==> src/rtl/debug_load_latches.sv <==
// debug_load_latches
// Collects NB_LATCH-wide frames from the debug interface while CONTROLLER_ID is
// selected. It reassembles them MSB-first into NB_OUTPUT_SIZE-bit words, drops
// the LSB padding of the last frame, and issues one write per word to the
// MIPS-side memory. The write address increments after every word.
//
// Ports:
//   i_clock                 system clock, rising edge
//   i_reset                 asynchronous active-low reset
//   i_request_select        controller select from the debug interface
//   i_frame_from_interface  incoming frame
//   i_frame_valid           one-cycle strobe, frame valid this cycle
//   o_data_to_mips          reassembled word (held outside write cycles)
//   o_addr                  word address for o_data_to_mips (held)
//   o_write_enable          one-cycle write strobe
//   o_busy                  session active (collecting or writing)
//   o_full                  address space exhausted in current session
//   o_error                 sticky: last session ended with a partial word
module debug_load_latches #(
  parameter int unsigned NB_LATCH       = 32,
  parameter int unsigned NB_OUTPUT_SIZE = 32,
  parameter int unsigned NB_ADDR        = 10,
  parameter logic [5:0]  CONTROLLER_ID  = 6'b0000_01
) (
  input  logic                      i_clock,
  input  logic                      i_reset,
  input  logic [5:0]                i_request_select,
  input  logic [NB_LATCH-1:0]       i_frame_from_interface,
  input  logic                      i_frame_valid,
  output logic [NB_OUTPUT_SIZE-1:0] o_data_to_mips,
  output logic [NB_ADDR-1:0]        o_addr,
  output logic                      o_write_enable,
  output logic                      o_busy,
  output logic                      o_full,
  output logic                      o_error
);

  localparam int unsigned NB_FRAMES = (NB_OUTPUT_SIZE + NB_LATCH - 1) / NB_LATCH;
  localparam int unsigned NB_PADDED = NB_FRAMES * NB_LATCH;
  localparam int unsigned NB_CNT    = (NB_FRAMES > 1) ? $clog2(NB_FRAMES) : 1;

  typedef enum logic [1:0] {
    ST_IDLE    = 2'd0,
    ST_COLLECT = 2'd1,
    ST_WRITE   = 2'd2,
    ST_FULL    = 2'd3
  } state_t;

  state_t                    state_q, state_d;
  logic [NB_CNT-1:0]         frame_cnt_q, frame_cnt_d;
  logic [NB_PADDED-1:0]      shift_q, shift_d;
  logic [NB_ADDR-1:0]        addr_q, addr_d;
  logic                      select_q;
  logic [NB_OUTPUT_SIZE-1:0] data_q, data_d;
  logic [NB_ADDR-1:0]        addr_out_q, addr_out_d;
  logic                      we_q, we_d;
  logic                      busy_q, busy_d;
  logic                      full_q, full_d;
  logic                      error_q, error_d;

  logic select_match_c;
  logic start_c;

  assign select_match_c = (i_request_select == CONTROLLER_ID);
  // Rising edge of the select opens a new session.
  assign start_c        = select_match_c & ~select_q;

  // State and output registers
  always_ff @(posedge i_clock or negedge i_reset) begin
    if (!i_reset) begin
      state_q     <= ST_IDLE;
      frame_cnt_q <= '0;
      shift_q     <= '0;
      addr_q      <= '0;
      select_q    <= 1'b0;
      data_q      <= '0;
      addr_out_q  <= '0;
      we_q        <= 1'b0;
      busy_q      <= 1'b0;
      full_q      <= 1'b0;
      error_q     <= 1'b0;
    end else begin
      state_q     <= state_d;
      frame_cnt_q <= frame_cnt_d;
      shift_q     <= shift_d;
      addr_q      <= addr_d;
      select_q    <= select_match_c;
      data_q      <= data_d;
      addr_out_q  <= addr_out_d;
      we_q        <= we_d;
      busy_q      <= busy_d;
      full_q      <= full_d;
      error_q     <= error_d;
    end
  end

  // Next-state and next-output logic
  always_comb begin
    state_d     = state_q;
    frame_cnt_d = frame_cnt_q;
    shift_d     = shift_q;
    addr_d      = addr_q;
    data_d      = data_q;
    addr_out_d  = addr_out_q;
    full_d      = full_q;
    error_d     = error_q;

    unique case (state_q)
      ST_IDLE: begin
        // A frame arriving together with the select edge is ignored.
        if (start_c) begin
          state_d     = ST_COLLECT;
          frame_cnt_d = '0;
          shift_d     = '0;
          addr_d      = '0;
          full_d      = 1'b0;
          error_d     = 1'b0;
        end
      end
      ST_COLLECT: begin
        // Deselect wins over a simultaneous frame.
        if (!select_match_c) begin
          state_d = ST_IDLE;
          if (frame_cnt_q != '0) begin
            error_d = 1'b1;
          end
          frame_cnt_d = '0;
        end else if (i_frame_valid) begin
          shift_d = (shift_q << NB_LATCH) | NB_PADDED'(i_frame_from_interface);
          if (frame_cnt_q == NB_CNT'(NB_FRAMES - 1)) begin
            frame_cnt_d = '0;
            state_d     = ST_WRITE;
            // Padding at the LSB end falls off here.
            data_d      = shift_d[NB_PADDED-1 -: NB_OUTPUT_SIZE];
            addr_out_d  = addr_q;
          end else begin
            frame_cnt_d = frame_cnt_q + NB_CNT'(1);
          end
        end
      end
      ST_WRITE: begin
        // Always one cycle; a deselect is handled by COLLECT afterwards.
        if (addr_q == '1) begin
          state_d = ST_FULL;
          full_d  = 1'b1;
        end else begin
          addr_d  = addr_q + NB_ADDR'(1);
          state_d = ST_COLLECT;
        end
      end
      ST_FULL: begin
        if (!select_match_c) begin
          state_d = ST_IDLE;
        end
      end
      default: state_d = ST_IDLE;
    endcase

    we_d   = (state_d == ST_WRITE);
    busy_d = (state_d == ST_COLLECT) | (state_d == ST_WRITE);
  end

  assign o_data_to_mips = data_q;
  assign o_addr         = addr_out_q;
  assign o_write_enable = we_q;
  assign o_busy         = busy_q;
  assign o_full         = full_q;
  assign o_error        = error_q;

endmodule

==> config.mk <==
export PLATFORM = sky130hd
export DESIGN_NAME = debug_load_latches
export DESIGN_NICKNAME = d
export VERILOG_FILES = /design/src/rtl/debug_load_latches.sv
export SDC_FILE = /design/constraint.sdc
export NUM_CORES = 1
export LEC_CHECK = 0
export CELL_PAD_IN_SITES_DETAIL_PLACEMENT = 2
export CELL_PAD_IN_SITES_GLOBAL_PLACEMENT = 2
export CORE_UTILIZATION = 33
export DETAILED_ROUTE_END_ITERATION = 7
export PLACE_DENSITY = 0.89
export SYNTH_ARGS = -nofsm -noshare
export SYNTH_HDL_FRONTEND = slang
export SYNTH_SLANG_ARGS = --single-unit
export TNS_END_PERCENT = 10
==> constraint.sdc <==
create_clock -name i_clock -period 3.9 [get_ports i_clock]
set_input_delay 0.585 -clock i_clock [delete_from_list [all_inputs] [get_ports i_clock]]
set_output_delay 0.585 -clock i_clock [all_outputs]
set_load 0.02 [all_outputs]
* Word-level counts from Yosys, hierarchy flattened
Cells that the tools add are included.
** Word-level totals
- Flip-flop bits (word level) :: 60
- Input bits :: 41
- Output and inout bits :: 46
- Logic and storage cells :: 57
** Cells by class
- $add $sub $neg :: 2
- Equality and inequality tests :: 13
- Muxes and demuxes :: 20
- Bitwise gates (word level) :: 4
- Reduce and logical (&&, ||, !) cells :: 8
** Operators with widths (count)
- two-way mux 10 bit :: 2
- one-hot mux 10 bit (2 select lines) :: 1
- two-way mux 2 bit :: 6
- adder 10 x 1 -> 10 bit (second input constant) :: 1
- == test 10 bit (second input constant) :: 1
- inequality test 2 bit (second input constant) :: 5
- AND reduction 3 bit :: 3
- one-hot mux 2 bit (4 select lines) :: 1
- AND reduction 4 bit :: 2
- two-way mux 1 bit :: 7
- == test 2 bit (second input constant) :: 3
- == test 6 x 1 -> 1 bit (second input constant) :: 1
- one-hot mux 1 bit (2 select lines) :: 3
- == test 2 x 1 -> 1 bit (second input constant) :: 2
- nonzero test 2 bit :: 2
- inequality test 3 bit (second input constant) :: 1
- zero test 2 bit :: 1
- NOT 1 bit :: 2
- adder 1 bit (second input constant) :: 1
- bitwise AND 1 bit :: 1
- bitwise OR 1 bit :: 1

* Depth between registers and ports, before layout
Gate-level depths: netlist of the first run.
- Depth in word-level cells :: 6
- Mapped depth :: 7
- Gate-level depth less buffers :: 7

* Least setup slack after synthesis of the first run
OpenSTA, ideal clock, no wires.
- Path kind :: in2reg
- Start point :: input i_request_select[1]
- End point :: register addr_out_q[0] (netlist: o_addr[0])
- Library setup time :: 0.125 ns
- Arrival :: 1.899 ns
- Data required time :: 3.775 ns
- Setup slack :: 1.876 ns
- Cell stages on the path :: 6
- Path buffers :: 2
- Cells stage by stage :: nor4b_4 nand2_2 or3_1 buf_6 buf_12 mux2_4
** On the way
- Cells in the longest elaborated chain, start to end :: 2
** RTL lines
- start, declared :: RTL line 27 : input logic [5:0] i_request_select,
- == test 6 x 1 -> 1 bit :: RTL line 64 : assign select_match_c = (i_request_select == CONTROLLER_ID);
- AND reduction 4 bit (no source line)
- end signal, assigned :: RTL line 89 : addr_out_q <= addr_out_d;
- end, declared :: RTL line 55 : logic [NB_ADDR-1:0] addr_out_q, addr_out_d;
Every way passes these cells.
A chain may end at the register's enable or synchronous reset.

* Final worst setup path of the first run
- Start point :: input i_request_select[1]
- End point :: register addr_out_q[7] (netlist: o_addr[7])
The elaborated chain is that of the path after synthesis.

==> results.cfg, run 1 <==
[synth]
ys_seq_area_share_pct = 55.35
syn_avg_cell_area_sq_um = 14.74
synth-main-ff-cell = dfrtp_1
syn-num-nets = 224
async_flop_share_pct = 100.0
synth_edf_count = 0
synth_warnings = 0
ys_types = 35
syn_area_sq_um = 2668
synth-seq-cells = 59
postSynthCellCount = 181

[timing]
rsz0062_at_grt = false
setup-tns-final_ns = 0
finalClockSkew_ns = 0.004498
worstMarginPinSlew_ns = 1.041
period_share_pct = 64.42
slew_headroom_pct = 29.94
finalCriticalPeriod_ns = 2.512
fmax_ghz = 0.3980
finalMaxSlewViolations = 0
hold_slack_ns = 0.2477
finalHoldViolCount = 0
setup_violations = 0

[cells_and_area]
num-fill-cells = 743
fin_nets = 315
regArea_sq_um = 1476
syn2layout_area_growth_pct = 40.34
layout-drive-gt1-share_pct = 22.46
fin_cells = 378
multi_input_area_sq_um = 1079
diodes = 0

[die]
rows = 32
core_area_sq_um = 7767
start_util_pct = 34.34
num_io_pins = 87
die_area_sq_um = 8447
die_y_um = 91.91
fp.dieW_um = 91.91

[cts]
cts.htree.levels = 3
clk_pin_slew_ns = 0.07
post_cts_buffers = 0
post_cts_resized = 0
cts.path.max_buffers = 2
cts_root_buf = clkbuf_8
cts_buffers = 9
cts_tree = yes
cts_sinks = 59
clock_latency_ns = 0.34
cts_hold_buffers = 0

[worst_setup_path]
worst_setup_path_end_kind = flip-flop
crit_required_ns = 4.11
crit_fanout = 42
crit_slowest_cell = or3_2
cp_slowest_stage_delay_ns = 0.46
start_kind = input pin
path_class = in -> reg
arrival_ns = 2.73
crit_chain = clkdlybuf4s50_1 > nor4b_4 > nand2_2 > or3_2 > buf_4 > mux2_4
reg2reg_setup_slack_ns = 1.61

[flow_run]
cap_violations = 0

[global_routing]
grt_start_max_net_pins = 43
groute.usage.overall_pct = 21.81
antenna_found_initial = 0
grt_pass1_wl_um = 13460
gr-total-overflow = 0
grt_pass1_vias = 2132

[detailed_routing]
ant_nets = 0
drtPass1Iterations = 4
routed_wl_um = 8717
wl_per_cell_um = 23.06
dr.first_iter.drc_count = 61
dr_total_vias = 1919
routed_via_density = 5.077
drc = 0

[outcome]
status = complete, no violations

[placement]
portBuffers = 86
placedCellCount = 363
place_hpwl_um = 5676
routabilityCongestion = 0.7416

[min_path]
hp-class = in -> async

[power]
p_leak_nw = 1.786
ir_drop_uv = 132.8
powerDensity_nw_per_um2 = 339.9
[layout make-up]
cell class | instances | area share, %
clock buffers | 13 | 4.512
clock inverters | 2 | 0.2674
inverters | 3 | 0.3008
multi-input cells | 111 | 28.81
flip-flops and latches | 59 | 39.44
well taps | 102 | 3.409
repair buffers | 88 | 23.26
[path summary, 6_finish.rpt]
check	startpoint	end	cells after the start
min in group i_clock	o_error	o_error	1
max in group asynchronous	i_reset	addr_q[6]	2
worst min-delay path	i_reset	o_data_to_mips[26]	1
worst max register to register	addr_q[0]	addr_q[7]	5
worst max-delay path	i_request_select[1]	o_addr[7]	6
worst min register to register	o_error	o_error	1
[state kept, by name, summed over array words and instances, names as in the netlist]
signal / cells
o_data_to_mips: 32
state_q: 2
o_write_enable: 1
o_full: 1
o_error: 1
addr_q: 10
o_addr: 10
o_busy: 1
select_q: 1
[cells in the final DEF (no fill, tap or decap), types with 3 or more instances in the layout]
cell type / Yosys / layout
inv_1: 3 / 3
nand2_1: 9 / 9
nand3_1: 4 / 4
nor3_1: 3 / 3
dfrtp_1: 59 / 59
a32oi_1: 3 / 3
clkbuf_8: 0 / 12
mux2_4: 40 / 40
clkdlybuf4s50_1: 0 / 85
nor2_1: 8 / 8
o21ai_0: 6 / 6
and4_1: 3 / 3
[power breakdown]
group	internal, W	total (W)	switching (W)	leakage, nW
Combinational	0.0000614	0.000104	0.0000423	0.878
Sequential	0.000627	0.000650	0.0000229	0.812
Clock	0.000277	0.000518	0.000241	0.0953
Total	0.000966	0.00127	0.000306	1.79
[Yosys cell counts, types with 3 or more instances]
library cell	instances	area [sq um]
and4_1	3	26.28
nand3_1	4	20.02
clkbuf_1	3	11.26
nand2_1	9	33.78
o21ai_0	6	30.03
mux2_4	40	600.6
inv_1	3	11.26
nor3_1	3	15.01
nor2_1	8	30.03
a32oi_1	3	26.28
buf_12	4	80.08
dfrtp_1	59	1476
[through the flow]
step	cell area [sq um]	power [W]	utilization, %	setup WS [ns]
global placement	3565	0.0007544	45.89	1.097
finish	3744	0.001272	48.20	1.388
detailed placement	3565	0.0007620	45.89	1.049
CTS	3744	0.001289	48.20	1.400
global route	3744	0.001318	48.20	1.318
floorplan	2668	0.0006835	-	1.876
[metal layers]
layer  routed length [um]  global-route usage (%)  vias up
met2                 4345                   37.00       85
met1                 3611                   25.79      980
met4                  165                   6.510        0
met5                    0                       0        -
li1                     -                       -      840
met3                  595                   7.877       14
[cell families after synthesis]
kind of cell / synth area share, %
multiplexers: 24.11
buffers and inverters: 4.268
flip-flops: 55.35
AO/OA/AOI/OAI: 6.567
AND/OR/NAND/NOR: 8.771
adder cells (fa/ha/maj): 0.9379
[critical path, delay by kind of cell]
kind / cells / cell delay, ns
multiplexers: 1 / 0.41
AND/OR/NAND/NOR: 3 / 0.90
buffers and inverters: 2 / 0.81
(Power assumes the default switching activity.)
==> run 2, diff against run 1 <==
--- a/config.mk
+++ b/config.mk
@@ -7,9 +7,9 @@
 export LEC_CHECK = 0
 export CELL_PAD_IN_SITES_DETAIL_PLACEMENT = 2
 export CELL_PAD_IN_SITES_GLOBAL_PLACEMENT = 2
-export CORE_UTILIZATION = 33
+export CORE_UTILIZATION = 27
 export DETAILED_ROUTE_END_ITERATION = 7
-export PLACE_DENSITY = 0.89
+export PLACE_DENSITY = 0.79
 export SYNTH_ARGS = -nofsm -noshare
 export SYNTH_HDL_FRONTEND = slang
 export SYNTH_SLANG_ARGS = --single-unit
==> constraint.sdc (replaced) <==
create_clock -name i_clock -period 2.28 [get_ports i_clock]
set_input_delay 0.342 -clock i_clock [delete_from_list [all_inputs] [get_ports i_clock]]
set_output_delay 0.342 -clock i_clock [all_outputs]
set_load 0.02 [all_outputs]
==> run 2 against run 1 <==
  * Clock skew up 0.0023 ns
  * Combinational power up 67%
  * Critical endpoint is now o_data_to_mips[10]
  * First-iteration DRC count up 23%
  * Hold slack worse by 0.24 ns
  * Global-route usage down 6.8 points
  * Worst setup slack worse by 1.2 ns
  * Sequential share of layout area down 1.3 points
==> results.cfg, run 2 (synthesis gave the netlist of run 1 again) <==
[cts]
cts_hold_buffers = 0
cts_buffers = 9
cts_root_buf = clkbuf_8
cts_tree = yes
cts_sinks = 59
cts.htree.levels = 3
post_cts_buffers = 0
clk_pin_slew_ns = 0.07
clock_latency_ns = 0.34
cts.path.max_buffers = 2

[timing]
finalMaxSlewViolations = 0
period_share_pct = 89.69
setup-tns-final_ns = 0
timing.final.ws_setup_ns = 0.2351
slew_headroom_pct = 72.67
setup_violations = 0
worstMarginPinSlew_ns = 0.4088
finalHoldViolCount = 0
rsz0062_at_grt = false
finalClockSkew_ns = 0.006813
fmax_ghz = 0.4890
finalCriticalPeriod_ns = 2.045

[die]
core_area_sq_um = 9415
start_util_pct = 28.33
num_io_pins = 87
die_area_sq_um = 10280
fp.dieW_um = 101.4
die_y_um = 101.4
rows = 35

[detailed_routing]
ant_nets = 0
wl_per_cell_um = 16.72
dr.first_iter.drc_count = 75
drtPass1Iterations = 4
dr_total_vias = 1883
routed_wl_um = 6887
drc = 0
routed_via_density = 4.570

[global_routing]
grt_pass1_wl_um = 11460
antenna_found_initial = 0
groute.usage.overall_pct = 15.06
gr-total-overflow = 0
grt_pass1_vias = 2116
grt_start_max_net_pins = 60

[placement]
placedCellCount = 396
portBuffers = 86
pre_cts_slack_ns = -0.1307
place_hpwl_um = 4889
routabilityCongestion = 0.7053

[power]
ir_drop_uv = 232.2
powerDensity_nw_per_um2 = 576.9
total_power_w = 0.002233
p_leak_nw = 1.833

[worst_setup_path]
crit_fanout = 42
worst-path-buf-inv = 2
timing.rr.end = addr_q[7]
crit_end = o_data_to_mips[10]
cp_slowest_stage_delay_ns = 0.48
worstSetupPathDepth = 6
arrival_ns = 2.27
worst_setup_path_end_kind = flip-flop
crit_chain = clkdlybuf4s50_1 > nor4b_4 > nand2_2 > or3_2 > buf_12 > mux2_4
reg2reg_setup_slack_ns = 0.25
worst-r2r-cell-count = 5
reg2reg_from = addr_q[1]
start_kind = input pin
cp_top_family = simple AND/OR/NAND/NOR gates
crit_start = i_request_select[1]
path_class = in -> reg
crit_required_ns = 2.51
crit_slowest_cell = or3_2

[cells_and_area]
layout-drive-gt1-share_pct = 24.73
diodes = 0
fin_nets = 321
fin_cells = 412
syn2layout_area_growth_pct = 45.08
post-route-util_pct = 41.10
final_common_cell = clkdlybuf4s50_1
largest_reg_flops = 32
mostFrequentLayoutCells = clkdlybuf4s50_1 (85), dfrtp_1 (59), mux2_4 (40)

[outcome]
status = complete, no violations

[min_path]
hp-class = in -> async

[flow_run]
cap_violations = 0
-- run 2: worst register-to-register path, cell delays in order, from the launching register on --
cell and delay (ns):
dfrtp_1 0.43, ha_1 0.26, and4_1 0.32, nand3_1 0.35, a32oi_2 0.42, a22o_1 0.19
-- run 2: routing by layer --
metal | GRT usage [%] | up-vias | routed length [um]
met3 | 3.451 | 9 | 343
met5 | 0 | - | 0
met4 | 7.023 | 0 | 133
li1 | - | 859 | -
met1 | 17.97 | 957 | 3007
met2 | 25.75 | 58 | 3402
-- run 2: layout make-up --
type / count / area, sq um
Fill cell: 946 / 5545
Sequential cell: 59 / 1476
Multi-Input combinational cell: 111 / 1086
Timing Repair Buffer: 94 / 940.9
Tap cell: 129 / 161.4
Clock buffer: 11 / 141.4
Clock inverter: 5 / 52.55
Inverter: 3 / 11.26
-- run 2: power by group --
group	internal, W	total (W)	switching (W)
Combinational	0.000108	0.000174	0.0000657
Clock	0.000529	0.000953	0.000424
Sequential	0.00107	0.00111	0.0000331
-- run 2: repair_timing --
item | in CTS | in global routing
setup endpoints to repair | 0 | 4
endpoints found under the hold margin | 0 | 0
gates resized for setup | 0 | 1
-- run 2: metrics by stage --
stage	hold WS (ns)	area [sq um]
2_1_floorplan	0.04641	2668
3_3_place_gp	0.3735	3669
3_5_place_dp	0.3858	3669
4_1_cts	0.01122	3862
5_1_grt	0.01365	3870
6_report	0.008826	3870
-- run 2: how the worst min path moves through the flow --
stage / from / to / slack (ns)
after global routing: i_reset / o_data_to_mips[21] / 0.01
after detailed placement: i_reset / o_data_to_mips[27] / 0.39
after global placement: i_reset / o_data_to_mips[21] / 0.37
after floorplan: i_reset / addr_q[0] / 0.05
final: i_reset / o_data_to_mips[26] / 0.009
after CTS: i_reset / o_data_to_mips[27] / 0.01
==> run 3, diff against run 2 <==
--- a/config.mk
+++ b/config.mk
@@ -8,6 +8,7 @@
 export CELL_PAD_IN_SITES_DETAIL_PLACEMENT = 2
 export CELL_PAD_IN_SITES_GLOBAL_PLACEMENT = 2
 export CORE_UTILIZATION = 27
+export CTS_CLUSTER_DIAMETER = 200
 export DETAILED_ROUTE_END_ITERATION = 7
 export PLACE_DENSITY = 0.79
 export SYNTH_ARGS = -nofsm -noshare
==> results of run 3 <==
No change in the layout: final DEF, timing and power equal those of run 2.
